<file path="config.mk">
export PLATFORM = sky130hd
export DESIGN_NAME = dmem_arbiter
export DESIGN_NICKNAME = d
export VERILOG_FILES = /design/src/rtl/dmem_arbiter.sv
export SDC_FILE = /design/constraint.sdc
export NUM_CORES = 1
export LEC_CHECK = 0
export CAP_MARGIN = 5
export CORE_AREA = 2 2 94 96
export DETAILED_ROUTE_END_ITERATION = 8
export DIE_AREA = 0 0 96 98
export PLACE_DENSITY = 0.74
export REMOVE_ABC_BUFFERS = 1
export SLEW_MARGIN = 20
export SYNTH_ARGS = -nofsm -noshare
export SYNTH_HDL_FRONTEND = slang
export SYNTH_SLANG_ARGS = --single-unit
</file>
<file path="constraint.sdc">
create_clock -name clock -period 3.47 [get_ports clock]
set_clock_uncertainty 0.15 [all_clocks]
set_input_delay 0.694 -clock clock [delete_from_list [all_inputs] [get_ports clock]]
set_output_delay 0.694 -clock clock [all_outputs]
set_load 0.01 [all_outputs]
</file>
<file path="src/rtl/dmem_arbiter.sv">
// dmem_arbiter
//   Two-requester arbiter for the single-port data memory (dmem syncram).
//   Requester A (processor load/store port) has priority in IDLE. Requester B
//   (debug/loader port) can hold the bus with b_lock for bursts. Each cycle,
//   at most one access is issued. The requester that issued a read gets the
//   read data back one cycle later.
//
//   Optional feature macro: DMEM_ARB_STARVE_GUARD_EN
//     defined   -> wait_cnt starvation guard. B wins after MAX_WAIT
//                  consecutive losing cycles.
//     undefined -> strict A priority in IDLE.
//
// Ports
//   clock, reset             : clock, async active-high reset
//   a_req/a_wren/a_addr/a_data : requester A access
//   a_gnt, a_rvalid, a_q     : A grant, A read return
//   b_req/b_wren/b_lock/b_addr/b_data : requester B access and bus hold
//   b_gnt, b_rvalid, b_q     : B grant, B read return
//   mem_addr/mem_data/mem_wren : drive the dmem ports
//   mem_q                    : dmem read data
//
// State | Meaning
// ------+-----------------------------------------------------------
// IDLE  | normal arbitration, A priority (subject to starvation guard)
// LOCK_B| B holds the bus; A blocked until b_lock drops
module dmem_arbiter #(
    parameter int ADDR_W   = 12,
    parameter int DATA_W   = 32,
    parameter int MAX_WAIT = 4
) (
    input  logic              clock,
    input  logic              reset,
    input  logic              a_req,
    input  logic              a_wren,
    input  logic [ADDR_W-1:0] a_addr,
    input  logic [DATA_W-1:0] a_data,
    output logic              a_gnt,
    output logic              a_rvalid,
    output logic [DATA_W-1:0] a_q,
    input  logic              b_req,
    input  logic              b_wren,
    input  logic              b_lock,
    input  logic [ADDR_W-1:0] b_addr,
    input  logic [DATA_W-1:0] b_data,
    output logic              b_gnt,
    output logic              b_rvalid,
    output logic [DATA_W-1:0] b_q,
    output logic [ADDR_W-1:0] mem_addr,
    output logic [DATA_W-1:0] mem_data,
    output logic              mem_wren,
    input  logic [DATA_W-1:0] mem_q
);

    typedef enum logic [0:0] {
        IDLE   = 1'b0,
        LOCK_B = 1'b1
    } state_t;

    state_t     state, state_nxt;
    logic [1:0] rd_owner;
    logic       force_b;

`ifdef DMEM_ARB_STARVE_GUARD_EN
    localparam int CNT_W = $clog2(MAX_WAIT + 1);
    localparam logic [CNT_W-1:0] WAIT_MAX = CNT_W'(MAX_WAIT);

    logic [CNT_W-1:0] wait_cnt;

    assign force_b = b_req && (wait_cnt == WAIT_MAX);

    // Counts consecutive cycles where B asks but loses; saturates at MAX_WAIT.
    always_ff @(posedge clock or posedge reset) begin
        if (reset) begin
            wait_cnt <= '0;
        end else if (!b_req || b_gnt) begin
            wait_cnt <= '0;
        end else if (wait_cnt != WAIT_MAX) begin
            wait_cnt <= wait_cnt + CNT_W'(1);
        end
    end
`else
    assign force_b = 1'b0;
`endif

    always_ff @(posedge clock or posedge reset) begin
        if (reset) begin
            state <= IDLE;
        end else begin
            state <= state_nxt;
        end
    end

    always_comb begin
        a_gnt     = 1'b0;
        b_gnt     = 1'b0;
        state_nxt = state;
        case (state)
            IDLE: begin
                if (force_b) begin
                    b_gnt = 1'b1;
                end else if (a_req) begin
                    a_gnt = 1'b1;
                end else if (b_req) begin
                    b_gnt = 1'b1;
                end
                if (b_gnt && b_lock) begin
                    state_nxt = LOCK_B;
                end
            end
            LOCK_B: begin
                b_gnt = b_req;
                if (!b_lock) begin
                    state_nxt = IDLE;
                end
            end
            default: begin
                state_nxt = IDLE;
            end
        endcase
        // Grants drop asynchronously while reset is held. This also forces
        // the mem_* outputs to zero.
        if (reset) begin
            a_gnt = 1'b0;
            b_gnt = 1'b0;
        end
    end

    always_comb begin
        mem_addr = '0;
        mem_data = '0;
        mem_wren = 1'b0;
        if (a_gnt) begin
            mem_addr = a_addr;
            mem_data = a_data;
            mem_wren = a_wren;
        end else if (b_gnt) begin
            mem_addr = b_addr;
            mem_data = b_data;
            mem_wren = b_wren;
        end
    end

    // The syncram registers its address, so read data returns one cycle
    // after the grant. Remember who issued the read.
    always_ff @(posedge clock or posedge reset) begin
        if (reset) begin
            rd_owner <= 2'b00;
        end else begin
            rd_owner <= {b_gnt & ~b_wren, a_gnt & ~a_wren};
        end
    end

    assign a_rvalid = rd_owner[0];
    assign b_rvalid = rd_owner[1];
    assign a_q      = mem_q;
    assign b_q      = mem_q;

endmodule

</file>
==> run_results.csv, run 1 <==
group,metric,value,unit
job,maxCapViolCount,0,
drt,dr_drc_count,0,
clocking,postCtsResizedCells,0,
timing,max_slew.worst_pin.slew,0.320,ns
power,power_density,177,nW/µm²
clocking,cts-htree-levels,1,
power,total_switching_power,0.000146,W
drt,detail_route.first_pass.iterations,4,
clocking,maximum_root_to_sink_buffer_count,2,
cells_and_area,layout.cell_area.non_filler,2530,µm²
synthesis,netlist_area,1470,µm²
placed_design,routabilityCongestion,0.877,
critical_path,regToRegEndpoint,"rd_owner[1]",
clocking,tritoncts.num_buffers,3,
clocking,cts_sink_cnt,3,
clocking,cts_tree,"built",
synthesis,synth_unique_cells,18,
outcome,run_status,"finished, final reports clean",
synthesis,synthCells,231,
synthesis,synth.yosys.warnings,0,
synthesis,ys_seq_area_frac,0.0512,
critical_path,worstSetupStartpointType,"primary input",
clocking,clkLatencyLatePin,0.21,ns
timing,timing.final.ws_setup,0.146,ns
global_route,number_of_global_route_vias_before_repair,1900,
cells_and_area,multiInputGateArea,764,µm²
placed_design,io_buffer_count,143,
timing,drv_slew,0,
floorplan,die_w,96,µm
critical_path,setup.worst_path.end,"mem_addr[7]",
timing,finalHoldViolations,0,
global_route,grt_max_degree,46,
critical_path,critPathMaxFanout,30,
drt,routed_wl,8600,µm
drt,drt.antenna.violating_nets,0,
power,power.internal,0.000303,W
floorplan,dieArea,9410,µm²
floorplan,io_pins,240,
power,pwr-share-seq,0.085,
clocking,cts.clk_slew.worst_paths,0.03,ns
power,ir_drop,89.1,µV
timing,timing.max_slew.rel_slack,0.786,
floorplan,initial_core_util,0.173,
critical_path,critical_path_class,"in -> out",
timing,post-route-min-period,3.32,ns
global_route,gr-usage-all-layers,0.168,
timing,setup_viol,0,
power,netSwitchingFraction,0.326,
drt,drt-wirelength-per-cell,21.0,µm
synthesis,avgSynthCellArea,6.34,µm²
floorplan,floorplan.die.height,98,µm
critical_path,worst_r2r_startpoint,"state",
timing,setup_tns,0,ns
clocking,cell_at_the_root_of_the_clock_tree,"clkbuf_8",
placed_design,dp_slack,0.156,ns
floorplan,rows,34,
global_route,grt_remaining_overflow,0,
critical_path,critical_path_at,2.48,ns
placed_design,detailed_place_hpwl,7210,µm
cells_and_area,proportion_of_layout_cells_with_a_drive_suffix_above_1,0.113,
hold_path,min_path_type,"in -> async",
drt,num_vias,1903,
critical_path,setup_slack_of_the_worst_register_to_register_path,2.15,ns
power,clockPowerShare,0.224,
power,power.combinational.fraction,0.691,
floorplan,placeable_area,8470,µm²
drt,detailedRoute.firstIterationViolations,66,
placed_design,placement.cell_area,2490,µm²
clocking,cts_hold_repair_buffers,0,
critical_path,crit_path_start,"a_req",
timing,final.period_utilization,0.958,
cells_and_area,antennaDiodeCount,0,
timing,fmax,301,MHz
power,standby_leakage_power,0.900,nW
critical_path,worst_ep_required_time,2.63,ns
critical_path,endpoint_kind,"primary output",
timing,grt_setup_unrepaired,"no",
cells_and_area,fillCellCount,898,
drt,drt_via_density,4.65,
cells_and_area,seq_area,75.1,µm²
global_route,number_of_antenna_violations_at_the_first_check_in_global_routing,0,
cells_and_area,area_growth,73.0,%
cells_and_area,num-nets-final,429,
cells_and_area,post-route-util,0.299,
clocking,post_cts.repair.setup_buffers,0,
global_route,wire_length_of_the_first_global_routing_pass,11600,µm
critical_path,worst_reg2reg_path_length_in_cells,3,
synthesis,yosys_register_bits,3,
## per-layer routing
metal,track usage,up-vias,share of wire
li1,-,840,-
met1,0.156,865,0.31
met2,0.274,188,0.47
met3,0.152,8,0.21
met4,0.0198,2,0.0046
met5,0.0556,-,0.0065
## flip-flops by register name (all words and copies together), names as in the netlist
signal,count
rd_owner,2
state,1
## logic make-up (layout without fill, tap and decap cells)
group	after synthesis	count (layout)	share of synthesized area
and+or+nand+nor	97	97	0.332
AOI/OAI and AO/OA	46	46	0.184
DFF	3	3	0.0512
buffers and inverters	85	155	0.432
## area by class of cell
| class | instances | area share |
|---|---|---|
| timing repair buffer | 150 | 0.596 |
| multi-input combinational | 143 | 0.302 |
| tap | 108 | 0.0533 |
| sequential | 3 | 0.0296 |
| clock buffer | 4 | 0.0178 |
| inverter | 1 | 0.00148 |
## power groups by stage
stage / sequential (W) / combinational, W / clock (W)
floorplan: 0.0000382 / 0.0000883 / 0
global placement: 0.0000382 / 0.000307 / 0
detailed placement: 0.0000384 / 0.000312 / 0
CTS: 0.0000380 / 0.000314 / 0.000103
global route: 0.0000383 / 0.000333 / 0.000108
finish: 0.0000380 / 0.000311 / 0.000101
## worst max-delay path: stages
cell             delay [ns]
clkdlybuf4s50_1        0.46
nand2b_2               0.22
buf_12                 0.22
nand3_1                0.10
a21oi_1                0.20
clkdlybuf4s50_1        0.56
## cells in the final DEF (no fill, tap or decap), types with 3 or more instances in the layout
cell and instances:
a21oi_2 10, nand2_1 45, clkbuf_8 3, nand3_1 35, buf_12 3, clkdlybuf4s50_1 141
nand3_2 10, dfrtp_1 3, buf_4 4, a21oi_1 35
## worst min-delay path by stage
stage          startpoint          end  slack [ns]  depth (start not counted)
2_1_floorplan       reset  rd_owner[0]        0.30                          1
3_3_place_gp        state        state        0.41                          1
3_5_place_dp        state        state        0.42                          1
4_1_cts             reset  rd_owner[1]        0.35                          2
5_1_grt             reset  rd_owner[0]        0.37                          2
6_report            reset  rd_owner[1]        0.34                          2
## metrics by stage
stage | power, W | cells | hold WS (ns)
floorplan | 0.000127 | 147 | 0.303
global placement | 0.000346 | 405 | 0.408
detailed placement | 0.000350 | 405 | 0.417
CTS | 0.000456 | 409 | 0.354
global route | 0.000479 | 409 | 0.369
finish | 0.000449 | 409 | 0.344
## cell usage after synthesis
cell type / instances / share of area
buf_4: 65 / 0.33
dfrtp_1: 3 / 0.051
nand2b_2: 1 / 0.0060
a21oi_2: 10 / 0.060
nand2_1: 45 / 0.12
buf_1: 2 / 0.0051
nand3_2: 10 / 0.068
nand3_1: 35 / 0.12
and3_1: 1 / 0.0043
a21oi_1: 35 / 0.12
clkbuf_1: 1 / 0.0026
nor3_1: 1 / 0.0034
buf_6: 8 / 0.061
inv_1: 1 / 0.0026
o21a_1: 1 / 0.0051
nor2_1: 1 / 0.0026
buf_2: 8 / 0.027
nor2b_1: 3 / 0.013
(Power assumes the default switching activity.)
==> run 2, diff against run 1 <==
- GPL_TIMING_DRIVEN: default -> 0
- SKIP_CTS_REPAIR_TIMING: default -> 1
==> run_results.csv, run 2 (synthesis results as in run 1) <==
group,metric,value,unit
outcome,run_status,"finished, final reports clean",
timing,grt_setup_unrepaired,"no",
drt,routed_wl,8560,µm
critical_path,critPathMaxFanout,20,
critical_path,worst_ep_required_time,2.63,ns
cells_and_area,commonest_non_fill_non_tap_cell_in_the_layout,"clkdlybuf4s50_1",
clocking,cts_tree,"built",
critical_path,cp_cell_sequence,"dlymetal6s2s_1 > nor2b_4 > buf_16 > nand2_1 > a21oi_1 > clkdlybuf4s50_1",
hold_path,min_path_type,"reg -> reg",
cells_and_area,top_register,"rd_owner",
floorplan,initial_core_util,0.173,
cells_and_area,post-route-util,0.304,
critical_path,timing.critical_path.slowest_cell_delay,0.57,ns
timing,fmax,324,MHz
drt,num_vias,1871,
floorplan,dieArea,9410,µm²
cells_and_area,fillCellCount,913,
clocking,cts-htree-levels,1,
timing,timing.max_slew.rel_slack,0.721,
clocking,cts.clk_slew.worst_paths,0.03,ns
global_route,wire_length_of_the_first_global_routing_pass,11000,µm
floorplan,floorplan.die.height,98,µm
cells_and_area,registers_with_the_highest_flip_flop_counts,"rd_owner: 2 flops, state: 1 flops",
cells_and_area,area_growth,75.7,%
critical_path,critical_path_class,"in -> out",
power,totalPowerFinal,0.000460,W
cells_and_area,num-nets-final,429,
drt,detailedRoute.firstIterationViolations,77,
floorplan,rows,34,
timing,max_slew.worst_pin.slew,0.418,ns
critical_path,critical_path_at,2.25,ns
placed_design,numPlacedInstances,401,
cells_and_area,number_of_standard_cells_in_the_final_layout_excluding_fillers,409,
drt,drt-wirelength-per-cell,20.9,µm
drt,dr_drc_count,0,
timing,setup_viol,0,
clocking,clkLatencyLatePin,0.22,ns
global_route,grt_remaining_overflow,0,
timing,finalHoldViolations,0,
clocking,maximum_root_to_sink_buffer_count,2,
drt,drt_via_density,4.57,
power,ir_drop,70.4,µV
drt,drt.antenna.violating_nets,0,
cells_and_area,proportion_of_layout_cells_with_a_drive_suffix_above_1,0.113,
job,maxCapViolCount,0,
floorplan,placeable_area,8470,µm²
placed_design,detailed_place_hpwl,6930,µm
power,standby_leakage_power,0.924,nW
cells_and_area,antennaDiodeCount,0,
timing,drv_slew,0,
placed_design,routabilityCongestion,0.859,
clocking,tritoncts.num_buffers,3,
critical_path,endpoint_kind,"primary output",
placed_design,io_buffer_count,143,
critical_path,slowest_stage,"clkdlybuf4s50_1",
global_route,number_of_global_route_vias_before_repair,1802,
critical_path,worstSetupStartpointType,"primary input",
clocking,cts_sink_cnt,3,
timing,final.period_utilization,0.890,
global_route,grt_max_degree,49,
global_route,number_of_antenna_violations_at_the_first_check_in_global_routing,0,
global_route,gr-usage-all-layers,0.158,
clocking,cell_at_the_root_of_the_clock_tree,"clkbuf_8",
floorplan,die_w,96,µm
drt,detail_route.first_pass.iterations,4,
cells_and_area,most-common-layout-cells,"clkdlybuf4s50_1 (140), nand2_1 (45), nand3_1 (35), a21oi_1 (35)",
power,power_density,179,nW/µm²
cells_and_area,largest_register_ff_count,2,
timing,post-route-min-period,3.09,ns
floorplan,io_pins,240,
-- run 2: changes by cell type in the layout (fill, tap and decap cells not counted), sizes merged --
cell           delta
buf               -2
clkdlybuf4s50     -1
dlymetal6s2s      +1
nand2b            +1
nor2b             +1
-- run 2: final timing paths --
| path | depth (start not counted) | to | startpoint | slack [ns] |
|---|---|---|---|---|
| worst max-delay path | 6 | mem_addr[6] | a_req | 0.38 |
| min in group asynchronous | 3 | state | reset | 0.60 |
| worst min register to register | 1 | state | state | 0.55 |
| max in group asynchronous | 3 | rd_owner[0] | reset | 2.43 |
| worst max register to register | 3 | rd_owner[1] | state | 1.97 |
| worst min-delay path | 1 | state | state | 0.55 |
-- run 2: critical path, delay by kind of cell --
kind	cells	cell delay, ns
AOI/OAI and AO/OA	1	0.13
and+or+nand+nor	2	0.37
buffers and inverters	3	1.03
-- run 2: final cells by class --
type / instances / area, µm² / area share
Clock buffer: 4 / 45.0 / 0.0175
Tap cell: 108 / 135 / 0.0525
Inverter: 1 / 3.75 / 0.00146
Sequential cell: 3 / 75.1 / 0.0292
Multi-Input combinational cell: 145 / 797 / 0.310
Timing Repair Buffer: 148 / 1520 / 0.590
-- run 2: report_power, final --
| part | total (W) | switching (W) | internal (W) |
|---|---|---|---|
| logic | 0.000317 | 0.000125 | 0.000192 |
| registers | 0.0000389 | 0.00000211 | 0.0000368 |
| clock network | 0.000104 | 0.0000255 | 0.0000785 |
-- run 2: through the flow --
stage	worst slack [ns]	cell area (µm²)	hold slack, ns	setup TNS, ns
6_report	0.381	2570	0.553	0
5_1_grt	0.243	2570	0.611	0
4_1_cts	-0.336	2510	0.425	-12.65
3_5_place_dp	-0.311	2470	0.411	-11.82
3_3_place_gp	-2.03	2400	0.341	-89.19
2_1_floorplan	0.0721	836	0.303	0
-- run 2: layer usage --
layer / vias to the layer above / part of all wire / track usage
li1: 845 / - / -
met1: 845 / 0.32 / 0.143
met2: 172 / 0.45 / 0.249
met3: 7 / 0.22 / 0.160
met4: 2 / 0.0047 / 0.0176
met5: - / 0.0093 / 0.0611
==> run 3, diff against run 2 <==
- GPL_ROUTABILITY_DRIVEN: default -> 0
==> results of run 3 <==
No change in the layout: final DEF, timing and power equal those of run 2.
